**src/rtl/block_receiver.sv**
```systemverilog
// Core-side endpoint of the block dispatch protocol: latches a block assignment, launches lanes, reports completion.
// Optional macro BLOCK_RECEIVER_CYCLE_COUNT_EN adds a saturating 32-bit busy-cycle counter output.
module block_receiver #(
  parameter int THREADS_PER_BLOCK = 4
) (
  input  logic                                 clk,
  input  logic                                 reset,
  input  logic                                 start,
  input  logic [7:0]                           block_id,
  input  logic [$clog2(THREADS_PER_BLOCK):0]   thread_count,
  input  logic [THREADS_PER_BLOCK-1:0]         thread_ret,
  input  logic                                 mem_busy,
  output logic                                 launch,
  output logic [THREADS_PER_BLOCK-1:0]         thread_enable,
  output logic [7:0]                           block_idx,
  output logic [15:0]                          thread_base_id,
  output logic [$clog2(THREADS_PER_BLOCK):0]   active_threads,
  output logic                                 done
`ifdef BLOCK_RECEIVER_CYCLE_COUNT_EN
  ,
  output logic [31:0]                          cycle_count
`endif
);

  localparam int CW    = $clog2(THREADS_PER_BLOCK) + 1;
  localparam int SHIFT = $clog2(THREADS_PER_BLOCK);

  typedef enum logic [2:0] {IDLE, LAUNCH, RUN, DRAIN, DONE} state_t;

  state_t                       r_state, w_next;
  logic                         r_launch, r_done;
  logic [THREADS_PER_BLOCK-1:0] r_enable, r_retired;
  logic [THREADS_PER_BLOCK-1:0] w_retired, w_mask;
  logic [7:0]                   r_idx;
  logic [15:0]                  r_base;
  logic [CW-1:0]                r_active, w_active;

  always_comb begin
    w_next    = r_state;
    w_retired = r_retired | (thread_ret & r_enable);
    w_active  = (thread_count > CW'(THREADS_PER_BLOCK)) ? CW'(THREADS_PER_BLOCK) : thread_count;
    w_mask    = '0;
    for (int i = 0; i < THREADS_PER_BLOCK; i++) begin
      w_mask[i] = (CW'(i) < w_active);
    end
    case (r_state)
      IDLE:    if (start) w_next = (thread_count == '0) ? DONE : LAUNCH;
      LAUNCH:  w_next = RUN;
      // This cycle's pulses count toward completion, saving a cycle of latency.
      RUN:     if (w_retired == r_enable) w_next = DRAIN;
      DRAIN:   if (!mem_busy) w_next = DONE;
      DONE:    if (!start) w_next = IDLE;
      default: w_next = IDLE;
    endcase
  end

  always_ff @(posedge clk or posedge reset) begin
    if (reset) begin
      r_state   <= IDLE;
      r_launch  <= 1'b0;
      r_done    <= 1'b0;
      r_enable  <= '0;
      r_retired <= '0;
      r_idx     <= '0;
      r_base    <= '0;
      r_active  <= '0;
    end else begin
      r_state  <= w_next;
      r_launch <= (w_next == LAUNCH);
      r_done   <= (w_next == DONE);
      case (r_state)
        IDLE: begin
          if (start) begin
            r_idx    <= block_id;
            r_base   <= 16'(block_id) << SHIFT;
            r_active <= w_active;
            r_enable <= w_mask;
          end
        end
        LAUNCH:  r_retired <= '0;
        RUN:     r_retired <= w_retired;
        DONE: begin
          if (!start) begin
            r_enable  <= '0;
            r_retired <= '0;
          end
        end
        default: ;
      endcase
    end
  end

`ifdef BLOCK_RECEIVER_CYCLE_COUNT_EN
  logic [31:0] r_cycles;

  // Counts every cycle spent in LAUNCH/RUN/DRAIN; idle keeps it cleared so LAUNCH starts from zero.
  always_ff @(posedge clk or posedge reset) begin
    if (reset) begin
      r_cycles <= '0;
    end else begin
      case (r_state)
        IDLE:    r_cycles <= '0;
        DONE:    if (!start) r_cycles <= '0;
        default: if (r_cycles != 32'hFFFF_FFFF) r_cycles <= r_cycles + 32'd1;
      endcase
    end
  end

  assign cycle_count = r_cycles;
`endif

  assign launch         = r_launch;
  assign done           = r_done;
  assign thread_enable  = r_enable;
  assign block_idx      = r_idx;
  assign thread_base_id = r_base;
  assign active_threads = r_active;

endmodule

```
**config.mk**
```make
export PLATFORM = sky130hd
export DESIGN_NAME = block_receiver
export DESIGN_NICKNAME = d
export VERILOG_FILES = /design/src/rtl/block_receiver.sv
export SDC_FILE = /design/constraint.sdc
export NUM_CORES = 1
export LEC_CHECK = 0
export ABC_AREA = 1
export CORE_ASPECT_RATIO = 2
export CORE_MARGIN = 2
export CORE_UTILIZATION = 30
export DETAILED_ROUTE_END_ITERATION = 10
export PLACE_DENSITY_LB_ADDON = 0.3
export SLEW_MARGIN = 10
export SYNTH_ARGS = -nofsm -noshare
export SYNTH_HDL_FRONTEND = slang
export SYNTH_SLANG_ARGS = --single-unit
```
**constraint.sdc**
```tcl
create_clock -name clk -period 1.5 [get_ports clk]
set_clock_uncertainty 0.15 [all_clocks]
set_input_delay 0.225 -clock clk [delete_from_list [all_inputs] [get_ports clk]]
set_output_delay 0.225 -clock clk [all_outputs]
set_load 0.01 [all_outputs]
```
* After elaboration in Yosys (flattened, before gate mapping) *
Cells that the tools add are included.

cells by class
  magnitude comparators = 5
  equal/unequal tests = 9
  muxes and demuxes = 11
  bitwise operators = 2
  reduce and logical (&&, ||, !) cells = 7

operators with widths
  kind                                                                   number
  3-bit 2-to-1 mux                                                       6
  3-bit one-hot mux with 5 select lines                                  1
  4-bit one-hot mux with 3 select lines                                  1
  4-bit 2-to-1 mux                                                       2
  4-bit one-hot mux with 2 select lines                                  1
  3-bit by 1-bit equality test with 1-bit output, second input constant  2
  3-bit by 2-bit equality test with 1-bit output, second input constant  2
  3-bit equality test, second input constant                             2
  3-bit logical NOT                                                      2
  1-bit by 3-bit < comparator with 1-bit output, first input constant    2
  2-bit by 3-bit < comparator with 1-bit output, first input constant    2
  4-bit bitwise AND                                                      1
  4-bit equality test                                                    1
  2-bit != test, second input constant                                   2
  4-bit OR                                                               1
  2-bit AND reduction                                                    2
  3-bit greater-than comparator, second input constant                   1
  3-bit AND reduction                                                    1
  3-bit nonzero test                                                     1
  2-bit nonzero test                                                     1

word-level totals
  register bits after elaboration = 24
  bits of input ports = 19
  output and inout bits = 33
  word-level logic and storage cells = 41

* Depth between registers and ports, before layout *
Gate-level depths: netlist of the first run.

  word-level depth = 6
  gate-level depth with buffers = 6
  mapped depth without buffers = 6

* Worst setup path after synthesis of the first run *
Ideal clock, no wire load.

  path kind = register -> register
  from = reg r_state[0]
  to = reg r_active[2], in the netlist active_threads[2]
  library setup time = 117 ps
  arrival = 938 ps
  data required time = 1233 ps
  setup slack = 294 ps
  cell stages (with the launch flop) = 6
  path buffers = 1
  clock period less this slack = 1206 ps
  cells stage by stage = dfrtp_1 > nor2_4 > nand3_4 > buf_4 > nand2_1 > nand2_1

on the way
  cells in the longest elaborated chain, start to end = 2

RTL lines
  what                                  line  RTL
  start, declared                       30    state_t r_state, w_next;
  start signal, assigned                68    r_state <= w_next;
  3-bit logical NOT                     71    case (r_state)
  2-bit AND reduction (no source line)  n/a
  end signal, assigned                  76    r_active <= w_active;
  end, declared                         36    logic [CW-1:0] r_active, w_active;

Every way passes these cells.
A chain may end at the register's enable or synchronous reset.

* Worst setup path in the final report of the first run *
  from = reg r_state[0]
  to = reg r_enable[3], in the netlist thread_enable[3]

on the way
  cells in the longest elaborated chain, start to end = 3
  elaborated cells on any way between the ends = 7
  classes of those cells = 3 x eq/ne; 1 x mux; 3 x reduce/logical

RTL lines
  what                                                                         line  RTL
  3-bit equality test / 3-bit logical NOT (equally long branches)              71
  2-bit != test (no source line) / 2-bit nonzero test (equally long branches)  n/a
  3-bit AND reduction (no source line)                                         n/a
  end signal, assigned                                                         77    r_enable <= w_mask;
  end, declared                                                                32    logic [THREADS_PER_BLOCK-1:0] r_enable, r_retired;

Several ways; a longest one is shown, not always the timed one.

==> results of run 1 <==
[through the flow]
step,instances,power (uW)
5_1_grt,246,3230
4_1_cts,246,3010
2_1_floorplan,160,2100
3_3_place_gp,242,2760
3_5_place_dp,242,2790
6_report,246,2960
[worst max-delay path by stage]
stage / from / depth (start not counted) / endpoint / slack, ns
2_1_floorplan: r_state[0]$_DFF_PP0_ / 5 / active_threads[2]$_DFFE_PP0P_ / 0.29
3_3_place_gp: start / 4 / active_threads[0]$_DFFE_PP0P_ / 0.02
3_5_place_dp: start / 4 / active_threads[0]$_DFFE_PP0P_ / -0.05
4_1_cts: launch$_DFF_PP0_ / 1 / launch / 0.007
5_1_grt: r_state[0]$_DFF_PP0_ / 5 / thread_enable[3]$_DFFE_PP0P_ / 0.05
6_report: r_state[0]$_DFF_PP0_ / 5 / thread_enable[3]$_DFFE_PP0P_ / 0.15
[state kept, by name, indices dropped and copies added, names as in the netlist]
register,flops
done,1
launch,1
active_threads,3
thread_base_id,8
r_state,3
thread_enable,4
r_retired,4
[cell families after synthesis]
family / Yosys count / synth area share (%)
buffers and inverters: 40 / 18.0
other: 1 / 0.305
DFF: 24 / 48.9
and+or+nand+nor: 71 / 24.8
AOI/OAI and AO/OA: 17 / 7.94
[layer usage]
layer | part of all wire, % | global-route usage (%) | vias up
li1 | - | - | 527
met1 | 43 | 13.0 | 464
met2 | 49 | 21.1 | 32
met3 | 7.1 | 2.37 | 2
met4 | 0.63 | 4.29 | 0
met5 | 0 | 0 | -
[timing repair]
item / 4_1_cts / 5_1_grt
endpoints found under the hold margin: 0 / 0
endpoints found under the setup margin: 24 / 1
gates resized for setup: 24 / 1
[area by class of cell]
type                            instances  area share [%]
Inverter                               22            4.93
Tap cell                               52            3.88
Clock buffer                            4            3.28
Sequential cell                        24            35.8
Multi-Input combinational cell         96            25.8
Timing Repair Buffer                   48            26.3
[worst reg2reg max path: cells and delay by family (launching register included)]
kind,cells,cell delay (ns)
AO/OA/AOI/OAI,1,0.08
buffers and inverters,1,0.21
flip-flops,1,0.43
AND/OR/NAND/NOR,3,0.40
[synth_stat cells]
| master | count |
|---|---|
| inv_1 | 20 |
| o211ai_1 | 2 |
| o31ai_1 | 1 |
| o21ai_2 | 1 |
| dfrtp_1 | 24 |
| buf_6 | 1 |
| nand3_1 | 6 |
| buf_4 | 17 |
| nor3_1 | 2 |
| a21oi_1 | 1 |
| conb_1 | 1 |
| o22ai_1 | 1 |
| nor2_4 | 1 |
| nand2_4 | 1 |
| inv_2 | 2 |
| nand2_1 | 53 |
| nand3_4 | 1 |
| o21ai_0 | 11 |
| nor2_1 | 7 |
[power by group through the flow]
stage | combinational, uW | clock, uW | sequential, uW
final | 1410 | 424 | 1120
after global routing | 1600 | 465 | 1160
after CTS | 1440 | 442 | 1130
after detailed placement | 1640 | 0 | 1150
after global placement | 1610 | 0 | 1150
after floorplan | 883 | 0 | 1220
==> metrics.md, run 1 <==
| Metric | Value |
|---|---|
| Core Rows | `33` |
| CTS Root Cell | `clkbuf_8` |
| Gr ovfl total | `0` |
| Clock slew at reported path FFs | `0.08 ns` |
| Cell count of the worst reg-to-reg path | `5` |
| Max-cap violations | `0` |
| DIE AREA | `4650 sq um` |
| Synth Register Bits | `24` |
| Final hold viol count | `0` |
| Postcts setup bufs | `0` |
| Largest net degree at the start of global routing | `25` |
| Final core occ | `41.9%` |
| Drt via density | `4.17` |
| Multi-input gate area | `433 sq um` |
| Setup ws final | `0.151 ns` |
| Worst-Skew Late Latency | `0.26 ns` |
| Yosys warning count | `0` |
| CP Buf/Inv Count | `1` |
| Peak Freq | `0.741 GHz` |
| Pint | `1780 uW` |
| CTS tree | `done` |
| I/O Buffers | `43` |
| CP delay by family, top | `flip-flops` |
| Switching power | `1170 uW` |
| CP Class | `flip-flop to flip-flop` |
| Tmin final | `1.35 ns` |
| Die Span Y | `94.5 um` |
| Total Routing Usage GR | `11.6%` |
| Setup slack at placement | `-0.0511 ns` |
| Cts hold-fix bufs | `0` |
| Worst ir drop on vdd | `0.818 mV` |
| Post-place instance area | `1650 sq um` |
| Switch share | `39.7%` |
| Initial drt markers | `7` |
| Vias in the first global route | `1024` |
| Nets@finish | `214` |
| Post-synth top area cell | `dfrtp_1` |
| Reg area | `601 sq um` |
| Combinational power share | `47.7%` |
| Average cell area after synthesis | `8.03 sq um` |
| Total wire length | `2.54 mm` |
| Initial antenna violation count | `0` |
| CTS sink count | `24` |
| Reg-to-reg critical path endpoint | `thread_enable[3]$_DFFE_PP0P_` |
| Filler Cell Count | `428` |
| Part of the power in the clock network | `14.3%` |
| Status | `complete, no violations` |
| R2r startpoint | `r_state[0]$_DFF_PP0_` |
| Yosys top cell area share | `48.9%` |
| Hold/Removal Path Class | `input pin to asynchronous set/reset pin` |
| TritonCTS Buffers | `3` |
| Post-Syn Area | `1230 sq um` |
| Reg2Reg Setup Slack | `0.15 ns` |
| Commonest non-fill, non-tap cell in the layout | `nand2_1` |
| Max clock buf depth | `2` |
| Chip width | `49.3 um` |
| Post-route ant nets | `0` |
| Yosys cell types | `19` |
| Critical path required time | `1.53 ns` |
| Area growth, synth to finish | `36.5%` |
| Critical Path AT | `1.38 ns` |
| Initial core utilization | `30.7%` |
| CP startpoint kind | `flip-flop` |
| Commonest cells after routing, fill and taps aside | `53 x nand2_1, 24 x dfrtp_1, 24 x dlygate4sd2_1` |
| Register area share after synthesis | `48.9%` |
| RSZ-0062 raised after global routing | `no` |
| H-tree lvl count | `1` |
| IO Count | `52` |
| Layout cells sized above 1 | `7.73%` |
| Synth area leaders | `dfrtp_1 49%, nand2_1 16%, buf_4 10%` |
| Drt first pass iters | `3` |
| Setup Viol. Count Final | `0` |
| Final GP Congestion | `0.835` |
| Cell chain of the critical path | `nor2_4 > nand3_4 > inv_2 > nand2_1 > o21ai_0` |
| Setup_tns | `0 ns` |
| PwrDens | `1760 nW/um^2` |
| Global-route wire length before repair | `4.28 mm` |
| Cells after Synth | `153` |
| Register share of total power | `38.0%` |
| HPWL Detailed | `2.04 mm` |
| DR vias | `1025` |
| CORE AREA | `4010 sq um` |
| Fin crit share | `89.9%` |
| Worst-path fanout max | `12` |
| Crit. End Element | `flip-flop` |
| Max-slew violations | `0` |
| P_leak | `0.000934 uW` |
| WL/cell | `10.3 um` |
| ANT cells | `0` |
| Slowest library cell on the worst path | `dfrtp_1` |
| WHS | `0.147 ns` |
| CP max stage delay | `0.43 ns` |
| DRC viols | `0` |
| Fin area | `1680 sq um` |
Note: power is estimated with default switching activity, not from simulation.
==> inputs of run 2 (changes only) <==
Settings changed: HOLD_SLACK_MARGIN set to 0.1.
==> results of run 2 <==
The final DEF is identical to that of run 1; final timing and power are the same.
==> inputs of run 3 (changes only) <==
Settings changed: CORE_MARGIN 2 to 1.5, TNS_END_PERCENT set to 5.
Clock period 1.5 ns to 1.75 ns, I/O delays scaled along.
==> metrics.md, run 3 (synthesis results as in run 1) <==
| Metric | Value |
|---|---|
| Status | `complete, no violations` |
| Worst-Skew Late Latency | `0.27 ns (about the same)` |
| CTS sink count | `24 (unchanged)` |
| Initial antenna violation count | `0 (unchanged)` |
| Total wire length | `2.59 mm (+1.9%)` |
| DIE AREA | `4510 sq um (-3.1%)` |
| CP delay by family, top | `buffers and inverters` |
| Layout cells sized above 1 | `7.25% (-0.48 points)` |
| Cell chain of the critical path | `clkdlybuf4s50_1` |
| Gr ovfl total | `0 (unchanged)` |
| ANT cells | `0 (unchanged)` |
| Drt first pass iters | `4 (+1)` |
| Commonest non-fill, non-tap cell in the layout | `nand2_1` |
| DR vias | `1024 (-0.098%)` |
| Peak Freq | `0.615 GHz` |
| WL/cell | `10.6 um (+2.8%)` |
| Core Rows | `32 (-3.0%)` |
| Pint | `1700 uW (-4.7%)` |
| Chip width | `48.3 um (-2.0%)` |
| Worst ir drop on vdd | `0.597 mV (-27%)` |
| P_leak | `0.000852 uW (-8.8%)` |
| CORE AREA | `3880 sq um (-3.0%)` |
| CP startpoint kind | `flip-flop` |
| Initial drt markers | `28 (+21)` |
| Drt via density | `4.20 (+0.72%)` |
| Slowest library cell on the worst path | `clkdlybuf4s50_1` |
| Setup Viol. Count Final | `0 (unchanged)` |
| Cts hold-fix bufs | `0 (unchanged)` |
| Global-route wire length before repair | `4.08 mm (-4.7%)` |
| CP Class | `flip-flop to output pin` |
| HPWL Detailed | `2.05 mm (+0.44%)` |
| Register share of total power | `35.7% (-2.3 points)` |
| Switching power | `1030 uW (-13%)` |
| Nets@finish | `213 (-0.47%)` |
| Commonest cells after routing, fill and taps aside | `53 x nand2_1, 43 x clkdlybuf4s50_1, 24 x dfrtp_1` |
| Cell count of the worst reg-to-reg path | `5 (unchanged)` |
| R2r startpoint | `r_state[0]$_DFF_PP0_` |
| Filler Cell Count | `417 (-2.6%)` |
| Vias in the first global route | `950 (-7.2%)` |
| CP Buf/Inv Count | `1 (unchanged)` |
| PwrDens | `1610 nW/um^2 (-8.8%)` |
| DRC viols | `0 (unchanged)` |
| IO Count | `52 (unchanged)` |
| Fin crit share | `93.0%` |
| Combinational power share | `50.6% (+2.9 points)` |
| Crit. End Element | `output pin` |
| CTS tree | `done` |
| Tmin final | `1.63 ns` |
| Area growth, synth to finish | `38.0%` |
| H-tree lvl count | `1 (unchanged)` |
| Max reg flops | `8 (unchanged)` |
| Worst-path fanout max | `4 (-8)` |
| Max clock buf depth | `2 (unchanged)` |
| Part of the power in the clock network | `13.7% (-0.6 points)` |
| I/O Buffers | `43 (unchanged)` |
| Largest net degree at the start of global routing | `25 (unchanged)` |
| Total Routing Usage GR | `12.8% (+1.3 points)` |
| Die Span Y | `93.5 um (-1.1%)` |
| Critical Path AT | `1.21 ns (-0.17 ns)` |
| Post-route ant nets | `0 (unchanged)` |
| Reg area | `601 sq um (unchanged)` |
| Reg-to-reg critical path endpoint | `thread_enable[3]$_DFFE_PP0P_` |
| Reg2Reg Setup Slack | `0.38 ns (+0.23 ns)` |
| TritonCTS Buffers | `3 (unchanged)` |
| Pwr Total | `2730 uW (-7.8%)` |
| Initial core utilization | `31.6% (+0.96 points)` |
| Clock slew at reported path FFs | `0.08 ns (about the same)` |
| Final GP Congestion | `0.804 (-3.8%)` |
| RSZ-0062 raised after global routing | `no` |
| Gates resized, CTS repair | `0 (-100%)` |
| Max-slew violations | `0 (unchanged)` |
| CTS Root Cell | `clkbuf_8` |
| Multi-input gate area | `433 sq um (unchanged)` |
| Setup_tns | `0 ns (unchanged)` |
| Switch share | `37.6% (-2.0 points)` |
| Hold/Removal Path Class | `input pin to asynchronous set/reset pin` |
| Final hold viol count | `0 (unchanged)` |
| Critical path required time | `1.34 ns (-0.19 ns)` |
| Max-cap violations | `0 (unchanged)` |
| Postcts setup bufs | `0 (unchanged)` |
| CP max stage delay | `0.55 ns (+0.12 ns)` |
run 3: final cells by class:
type | count | share of cell area, %
repair buffers | 47 | 27.2
clock buffers | 4 | 3.25
flip-flops and latches | 24 | 35.4
multi-input cells | 96 | 25.5
well taps | 51 | 3.76
inverters | 22 | 4.87
run 3: per-stage QoR:
stage	area, sq um	setup WS [ns]	hold slack [ns]	cells	utilization (%)
after floorplan	1250	0.544	0.127	160	-
after global routing	1700	0.0752	0.252	244	43.7
final	1700	0.123	0.185	244	43.7
after detailed placement	1640	0.134	0.321	240	42.2
after CTS	1700	0.109	0.193	244	43.7
after global placement	1640	0.194	0.319	240	42.2
run 3: power groups by stage:
stage	Clock (uW)	Combinational (uW)	Sequential, uW
2_1_floorplan	0	757	1050
3_3_place_gp	0	1390	984
3_5_place_dp	0	1410	982
4_1_cts	387	1410	976
5_1_grt	405	1580	1010
6_report	373	1380	974
run 3: how the worst max path moves through the flow:
stage | from | endpoint | cells after the start
after floorplan | r_state[0]$_DFF_PP0_ | active_threads[2]$_DFFE_PP0P_ | 5
after global placement | start | thread_enable[3]$_DFFE_PP0P_ | 5
after detailed placement | start | thread_enable[3]$_DFFE_PP0P_ | 5
after CTS | thread_enable[2]$_DFFE_PP0P_ | thread_enable[2] | 1
after global routing | thread_enable[3]$_DFFE_PP0P_ | thread_enable[3] | 1
final | thread_enable[2]$_DFFE_PP0P_ | thread_enable[2] | 1
run 3: per-layer routing:
metal	vias up	track usage, %	wire length (um)
met5	-	0	0
met4	0	6.08	59
met3	5	2.51	149
met2	43	21.6	1350
met1	451	14.2	1030
li1	525	-	-
